$ cat src/rtl/hex_disp_pkg.sv
// Shared types, segment table and decode helpers for hex_display_scanner.
// Segment bit order is {a,b,c,d,e,f,g}, active-high.
package hex_disp_pkg;

    typedef enum logic [1:0] {
        IDLE  = 2'd0,
        BLANK = 2'd1,
        SHOW  = 2'd2
    } scan_state_t;

    localparam logic [6:0] SEG_TABLE [16] = '{
        7'b1111110, // 0
        7'b0110000, // 1
        7'b1101101, // 2
        7'b1111001, // 3
        7'b0110011, // 4
        7'b1011011, // 5
        7'b1011111, // 6
        7'b1110000, // 7
        7'b1111111, // 8
        7'b1111011, // 9
        7'b1110111, // A
        7'b0011111, // b
        7'b1001110, // C
        7'b0111101, // d
        7'b1001111, // E
        7'b1000111  // F
    };

    function automatic logic [15:0] nibble_to_onehot(input logic [3:0] n);
        logic [15:0] r;
        r = 16'd1 << n;
        return r;
    endfunction

    // Non-one-hot input (zero or several bits) decodes to a dark digit.
    function automatic logic [6:0] onehot_to_seg(input logic [15:0] oh);
        logic [6:0] s;
        s = '0;
        for (int i = 0; i < 16; i++) begin
            if (oh[i]) s = s | SEG_TABLE[i];
        end
        if (oh == '0 || (oh & (oh - 16'd1)) != '0) s = '0;
        return s;
    endfunction

endpackage

$ cat src/rtl/hex_display_scanner_timer.sv
// digit_slot_timer: per-digit slot counter 0..REFRESH_DIV-1.
// in_blank reports whether the coming cycle falls in the blank window.
module digit_slot_timer
    import hex_disp_pkg::*;
#(
    parameter int REFRESH_DIV  = 1000,
    parameter int BLANK_CYCLES = 16
) (
    input  logic clk,
    input  logic rst_n,
    input  logic clear,
    output logic slot_end,
    output logic in_blank
);

    localparam int CW = $clog2(REFRESH_DIV);

    logic [CW-1:0] cnt_q;
    logic [CW-1:0] cnt_d;

    // Next count: wrap at the slot end, zero while cleared.
    always_comb begin
        cnt_d    = cnt_q + 1'b1;
        slot_end = (cnt_q == CW'(REFRESH_DIV - 1));
        if (slot_end || clear) cnt_d = '0;
        in_blank = (cnt_d < CW'(BLANK_CYCLES));
    end

    // Slot counter register.
    always_ff @(posedge clk or negedge rst_n) begin
        if (!rst_n) cnt_q <= '0;
        else        cnt_q <= cnt_d;
    end

endmodule

$ cat src/rtl/hex_display_scanner.sv
// Multiplexed hex display scanner with double-buffered value input.
// Define LZ_BLANK_EN to blank leading-zero digits.
module hex_display_scanner
    import hex_disp_pkg::*;
#(
    parameter int NUM_DIGITS   = 4,
    parameter int REFRESH_DIV  = 1000,
    parameter int BLANK_CYCLES = 16
) (
    input  logic                    clk,
    input  logic                    rst_n,
    input  logic                    enable,
    input  logic [4*NUM_DIGITS-1:0] value_in,
    input  logic                    value_valid,
    output logic                    value_ready,
    output logic [6:0]              seg,
    output logic [NUM_DIGITS-1:0]   dig_an,
    output logic                    frame_done
);

    localparam int IW = (NUM_DIGITS > 1) ? $clog2(NUM_DIGITS) : 1;
    localparam int VW = 4 * NUM_DIGITS;
    localparam logic [IW-1:0] LAST = IW'(NUM_DIGITS - 1);

    scan_state_t state_q, state_d;
    logic [IW-1:0] idx_q, idx_d;
    logic          boundary;
    logic          clear;
    logic          slot_end;
    logic          in_blank;

    logic [VW-1:0] shadow_q, pend_val_q;
    logic          pend_full_q, pend_full_d;
    logic          ready_q;
    logic          capture;
    logic          load;

    logic [3:0]            nib;
    logic [NUM_DIGITS-1:0] sel;
    logic                  show;
    logic [6:0]            seg_q, seg_d;
    logic [NUM_DIGITS-1:0] an_q, an_d;
    logic                  fd_q;

    assign clear = !enable || (state_q == IDLE);

    digit_slot_timer #(
        .REFRESH_DIV  (REFRESH_DIV),
        .BLANK_CYCLES (BLANK_CYCLES)
    ) u_timer (
        .clk      (clk),
        .rst_n    (rst_n),
        .clear    (clear),
        .slot_end (slot_end),
        .in_blank (in_blank)
    );

    // Scan FSM next state, digit index and frame boundary detect.
    always_comb begin
        state_d  = state_q;
        idx_d    = idx_q;
        boundary = 1'b0;
        if (!enable) begin
            state_d = IDLE;
            idx_d   = '0;
        end else begin
            unique case (state_q)
                IDLE: begin
                    state_d = BLANK;
                    idx_d   = '0;
                end
                BLANK: begin
                    if (!in_blank) state_d = SHOW;
                end
                SHOW: begin
                    if (slot_end) begin
                        state_d = BLANK;
                        if (idx_q == LAST) begin
                            idx_d    = '0;
                            boundary = 1'b1;
                        end else begin
                            idx_d = idx_q + 1'b1;
                        end
                    end
                end
                default: state_d = IDLE;
            endcase
        end
    end

    // FSM state and digit index registers.
    always_ff @(posedge clk or negedge rst_n) begin
        if (!rst_n) begin
            state_q <= IDLE;
            idx_q   <= '0;
        end else begin
            state_q <= state_d;
            idx_q   <= idx_d;
        end
    end

    assign capture = value_valid && ready_q;
    assign load    = pend_full_q && (boundary || state_q == IDLE);

    // Pending slot fills on capture and drains into shadow.
    always_comb begin
        pend_full_d = pend_full_q;
        if (capture)   pend_full_d = 1'b1;
        else if (load) pend_full_d = 1'b0;
    end

    // Pending and shadow value buffers plus ready flag.
    always_ff @(posedge clk or negedge rst_n) begin
        if (!rst_n) begin
            pend_val_q  <= '0;
            pend_full_q <= 1'b0;
            shadow_q    <= '0;
            ready_q     <= 1'b1;
        end else begin
            if (capture) pend_val_q <= value_in;
            if (load)    shadow_q   <= pend_val_q;
            pend_full_q <= pend_full_d;
            ready_q     <= !pend_full_d;
        end
    end

    // Select the active nibble and its anode bit.
    always_comb begin
        nib = '0;
        sel = '0;
        for (int i = 0; i < NUM_DIGITS; i++) begin
            if (idx_q == IW'(i)) begin
                nib    = shadow_q[4*i +: 4];
                sel[i] = 1'b1;
            end
        end
    end

`ifdef LZ_BLANK_EN
    logic [IW-1:0] lz_top;

    // Highest non-zero nibble; digit 0 is always shown.
    always_comb begin
        lz_top = '0;
        for (int i = 1; i < NUM_DIGITS; i++) begin
            if (shadow_q[4*i +: 4] != 4'h0) lz_top = IW'(i);
        end
        show = (idx_q <= lz_top);
    end
`else
    assign show = 1'b1;
`endif

    // Segment and anode drive for the current SHOW slot.
    always_comb begin
        seg_d = '0;
        an_d  = '0;
        if (state_q == SHOW && enable && show) begin
            seg_d = onehot_to_seg(nibble_to_onehot(nib));
            an_d  = sel;
        end
    end

    // Registered display outputs.
    always_ff @(posedge clk or negedge rst_n) begin
        if (!rst_n) begin
            seg_q <= '0;
            an_q  <= '0;
            fd_q  <= 1'b0;
        end else begin
            seg_q <= seg_d;
            an_q  <= an_d;
            fd_q  <= boundary;
        end
    end

    assign seg         = seg_q;
    assign dig_an      = an_q;
    assign frame_done  = fd_q;
    assign value_ready = ready_q;

endmodule

$ cat config.mk
export PLATFORM = sky130hd
export DESIGN_NAME = hex_display_scanner
export DESIGN_NICKNAME = d
export VERILOG_FILES = /design/src/rtl/hex_disp_pkg.sv /design/src/rtl/hex_display_scanner_timer.sv /design/src/rtl/hex_display_scanner.sv
export SDC_FILE = /design/constraint.sdc
export NUM_CORES = 1
export LEC_CHECK = 0
export BUFFER_PORTS_ARGS = -buffer_cell sky130_fd_sc_hd__buf_2
export CORE_MARGIN = 10
export CORE_UTILIZATION = 58
export DETAILED_ROUTE_END_ITERATION = 8
export PLACE_DENSITY = 0.84
export SYNTH_ARGS = -nofsm -noshare
export SYNTH_HDL_FRONTEND = slang
export SYNTH_SLANG_ARGS = --single-unit
$ cat constraint.sdc
create_clock -name clk -period 2.2 [get_ports clk]
set_input_delay 0 -clock clk [delete_from_list [all_inputs] [get_ports clk]]
set_output_delay 0 -clock clk [all_outputs]
set_load 0.05 [all_outputs]
# After elaboration in Yosys (flattened, before gate mapping)
# Cells that the tools add are included.
# word_totals
regBits	60
in_bits	20
output_inout_bits	13
word_cells	81
# op_classes
n_eq_ne	9
bitwise	1
n_reduce_logical	15
shifts	1
mux	41
n_lt_le_gt_ge	1
n_addsub	3
# ops
op	count
$mux 7	14
$mux 4	5
$mux 6	3
$and 16x16->16	1
$logic_not 16->1	1
$reduce_bool 16->1	1
$shl 1x4->16 const A	1
$sub 16x1->16 const B	1
$mux 2	6
$add 10x1->10 const B	1
$eq 10x10->1 const B	1
$lt 10x5->1 const B	1
$mux 10	1
$mux 1	9
$eq 2x2->1 const B	3
$ne 3x3->1 const B	2
$pmux 2 s3	1
$mux 5	1
$eq 2x1->1 const B	2
$logic_not 2->1	2
$logic_or 1x1->1	4
$pmux 2 s2	1
$reduce_and 2->1	2
$logic_and 1x1->1	3
other kinds (3)	4

# Logic depth before layout (Yosys ltp)
# logic_depth
depth_word	24
ltp_mapped	9
ltp_nobuf	7

# Modules after synthesis
# Synthesis repeated with hierarchy kept, for this count alone.
# unflattened
hier_cells	241
area_unflattened_um2	2835.2
# modules_own_cells
module	instances	cells_each	seq_area_each_um2	area_each_um2
hex_display_scanner	1	181	1252.5	2265.9
digit_slot_timer	1	60	250.2	569.3

# Least setup slack after synthesis
# OpenSTA, ideal clock, no wires.
# synth_path
kind	register to register
startpoint	register u_timer.cnt_q[0]
endpoint	register shadow_q[10]
required_time_ns	2.075
synth_period_minus_slack_ns	1.972
path_slack_ns	0.228
n_path_buf	1
path_stages_with_launch	8
setup_ns	0.125
t_arrival_ns	1.847
cell_sequence	dfrtp_1 -> ha_1 -> and2_1 -> and3_1 -> and2_4 -> o21ai_4 -> buf_12 -> mux2_4
# synth_between
elab_chain_cells	6
# synth_lines
item	line_no	source
start: declaration	hex_display_scanner_timer.sv:18	logic [CW-1:0] cnt_q;
start signal: assignment	hex_display_scanner_timer.sv:32	else cnt_q <= cnt_d;
$eq 10x10->1	hex_display_scanner_timer.sv:24	slot_end = (cnt_q == CW'(REFRESH_DIV - 1));
$mux 1	hex_display_scanner.sv:76	if (slot_end) begin
$mux 1	hex_display_scanner.sv:67	unique case (state_q)
$mux 1	hex_display_scanner.sv:63	if (!enable) begin
named net boundary	hex_display_scanner.sv:27	logic boundary;
$logic_or 1x1->1	hex_display_scanner.sv:103	assign load = pend_full_q && (boundary || state_q == IDLE);
$logic_and 1x1->1	hex_display_scanner.sv:103	
end signal: assignment	hex_display_scanner.sv:121	if (load) shadow_q <= pend_val_q;
end: declaration	hex_display_scanner.sv:32	logic [VW-1:0] shadow_q, pend_val_q;
# The timed path passes the listed nets, and every way through them passes these cells.
# A chain may end at the register's enable or synchronous reset.

# Worst setup path after layout
# layout_path
startpoint	register idx_q[1]
endpoint	register seg_q[5] (netlist: seg[5])
# layout_between
elab_chain_cells	23
elab_cells_between_ends	31
cone_classes	add/sub: 1; eq/ne: 3; shift: 1; mux: 21; bitwise: 1; reduce/logical: 4
# layout_lines
item	line_no	source
start: declaration	hex_display_scanner.sv:26	logic [IW-1:0] idx_q, idx_d;
start signal: assignment	hex_display_scanner.sv:98	idx_q <= idx_d;
$logic_not 2->1	hex_display_scanner.sv:132	if (idx_q == IW'(i)) begin
$mux 4 (3 in series)	hex_display_scanner.sv:132	
$mux 4 *	hex_display_scanner.sv:132	
$shl 1x4->16 *	hex_disp_pkg.sv:32	r = 16'd1 << n;
$mux 7	hex_disp_pkg.sv:41	if (oh[i]) s = s | SEG_TABLE[i];
$mux 6	hex_disp_pkg.sv:41	
$mux 7 (2 in series)	hex_disp_pkg.sv:41	
$mux 6	hex_disp_pkg.sv:41	
$mux 7 (7 in series)	hex_disp_pkg.sv:41	
$mux 6	hex_disp_pkg.sv:41	
$mux 7 (2 in series)	hex_disp_pkg.sv:41	
$mux 7 *	hex_disp_pkg.sv:43	if (oh == '0 || (oh & (oh - 16'd1)) != '0) s = '0;
$mux 7 *	hex_display_scanner.sv:158	if (state_q == SHOW && enable && show) begin
named net seg_d[5]	hex_display_scanner.sv:41	logic [6:0] seg_q, seg_d;
end signal: assignment	hex_display_scanner.sv:171	seg_q <= seg_d;
end: declaration	hex_display_scanner.sv:41	
# Mark *: on every way through the listed nets, which the timed path passes. The rest lies on a longest branch.

==> reports/metrics.yaml <==
fin_crit_sh_pct: 97.2
syn-cell-area_um2: 2840
r2r_cells: 7
syn_inst: 237
start_util_pct: 60.2
antennaDiodeCount: 0
row_count: 25
cts_buffer_depth: 2
instances_no_fill: 371
rsz0062_at_grt: "true"
firstDrtPassIters: 4
finalSetupViolCount: 0
slew_violations: 0
via_count: 2112
dieArea_um2: 8100
crit_path_start_kind: "register"
final_hold_viol_count: 0
root_buffer: "clkbuf_8"
io_pins: 33
worst_slack_ns: 0.0622
num-fill-cells: 302
core_region_area_um2: 4720
grt_pass1_wl_um: 9890
clk_pin_slew_ns: 0.07
nets: 324
tightest_slew_ns: 0.691
cts_tree: "built"
p_leak_nw: 1.63
reg2reg_from: "idx_q[1]"
grt_pass1_vias: 2188
antenna_found_initial: 0
gp_congestion: 0.922
grt_use_total_pct: 14.8
antenna_left: 0
skew_ns: 0.00788
critical_path_class: "register to register"
holdPathStages: 4
hp-start: "enable"
syn_area_per_cell_um2: 12.0
maxCapViolCount: 0
fin_crit_ns: 2.14
seq_area_frac_synth_pct: 52.9
drive_above_1_share_pct: 35.2
ys_warn_count: 0
endpoint_kind: "register"
syn_nets: 262
htree_levels: 3
die_w_um: 90.0
dp_hpwl_um: 4040
synthArstFlopShare_pct: 100
die_h_um: 90.0
worstSkewPairLatency_ns: 0.34
crit_arrival_ns: 2.36
place_inst: 335
worstHoldEndpoint: "u_timer.cnt_q[2]"
final_core_util_pct: 76.2
vias_per_cell: 5.69
reg2reg_to: "seg[5]"
cp.required_ns: 2.42
ys_types: 55
ys.flop_type: "dfrtp_1"
multiInputGateArea_um2: 1330
portBuffers: 32
hold_path_class: "primary input to register"
drc: 0
grt_max_degree: 26
tns_ns: 0
syn_to_final_growth_pct: 26.7
path_max_fanout: 9
ir_drop_mv: 0.879
register_area_um2: 1500
cts.sinks: 60
preCtsSetupSlack_ns: 0.121
synth_edf_count: 0
drtIter0Drc: 132
hold_slack_ns: 0.0704
routed_wl_um: 5960
r2r_setup_slack_ns: 0.06
total_power_mw: 4.36
numCtsBuffers: 9
grt_remaining_overflow: 0
placed_cell_area_um2: 3100
final_area_um2: 3600
slew_headroom_pct: 53.8
fmax_mhz: 468
status: "finished clean"
powerDensity_nw_per_um2: 1210
synth-seq-cells: 60
wire_per_inst_um: 16.1
## synth_stat cells (4+ instances only)
master / number / area share [%]
dfrtp_1: 59 / 52
mux2_2: 22 / 8.7
nand2_1: 15 / 2.0
a21oi_1: 12 / 2.1
mux2_4: 10 / 5.3
o21ai_0: 10 / 1.8
nor2_1: 9 / 1.2
nand3_1: 8 / 1.4
inv_1: 6 / 0.79
ha_1: 5 / 2.2
nor3_1: 4 / 0.70
o211ai_1: 4 / 1.1
## power by group
part	switching, mW	internal, mW
combinational	0.679	0.748
clock	0.460	0.759
sequential	0.238	1.48
## how the worst max path moves through the flow
stage / endpoint / from / slack [ns]
global route: seg[5] / idx_q[1] / -0.14
finish: seg[5] / idx_q[1] / 0.06
CTS: seg[6] / idx_q[0] / 0.10
global placement: shadow_q[2] / u_timer.cnt_q[0] / 0.18
floorplan: shadow_q[10] / u_timer.cnt_q[0] / 0.23
detailed placement: seg[6] / idx_q[0] / 0.12
## state kept, by name, indices dropped and copies added (netlist names)
name           count
pend_val_q        16
shadow_q          16
u_timer.cnt_q     10
seg                7
dig_an             4
idx_q              2
state_q            2
frame_done         1
pend_full_q        1
value_ready        1
## per-layer routing
metal	share of wire [%]	global-route usage [%]
met5	0	0
met4	2.1	9.42
met3	5.5	4.66
met2	49	23.5
met1	43	16.8
## cell families after synthesis
kind of cell / count (synthesis) / synth area share [%]
xor+xnor: 5 / 1.54
flops: 60 / 52.9
compound gates: 52 / 12.6
buf+inv: 13 / 2.42
fa+ha+maj: 6 / 2.55
mux: 33 / 14.4
simple gates: 68 / 13.7
## critical path: stages, from the launching register on
cell,delay (ns)
dfrtp_1,0.44
inv_1,0.11
ha_1,0.30
a211oi_2,0.35
a211o_1,0.31
nand4_1,0.22
a21oi_1,0.22
nor3_1,0.07
## final cells by class
class | instances | area share (%)
Sequential cell | 60 | 41.7
Multi-Input combinational cell | 164 | 37.0
Timing Repair Buffer | 58 | 11.4
Clock buffer | 9 | 3.44
Clock inverter | 7 | 3.44
Tap cell | 67 | 2.33
Inverter | 6 | 0.625
## repair_timing
item / CTS / global route
buffers inserted: 0 / 3
hold endpoints to repair: 76 / 0
setup endpoints to repair: 0 / 7
gates resized for setup: 0 / 12
hold buffers: 17 / 0
## cell usage in the layout (no fill, tap or decap), types with 4 or more instances in the layout
cell,synthesis,routed
mux2_4,10,10
mux2_2,22,22
inv_1,6,6
clkbuf_8,0,9
nand2_1,15,15
buf_4,0,8
o211ai_1,4,4
a21oi_1,12,12
o21ai_0,10,9
dlygate4sd3_1,0,17
nor3_1,4,4
dfrtp_1,59,59
buf_2,2,32
nand3_1,8,8
nor2_1,9,9
Note: power is estimated with default switching activity, not from simulation.
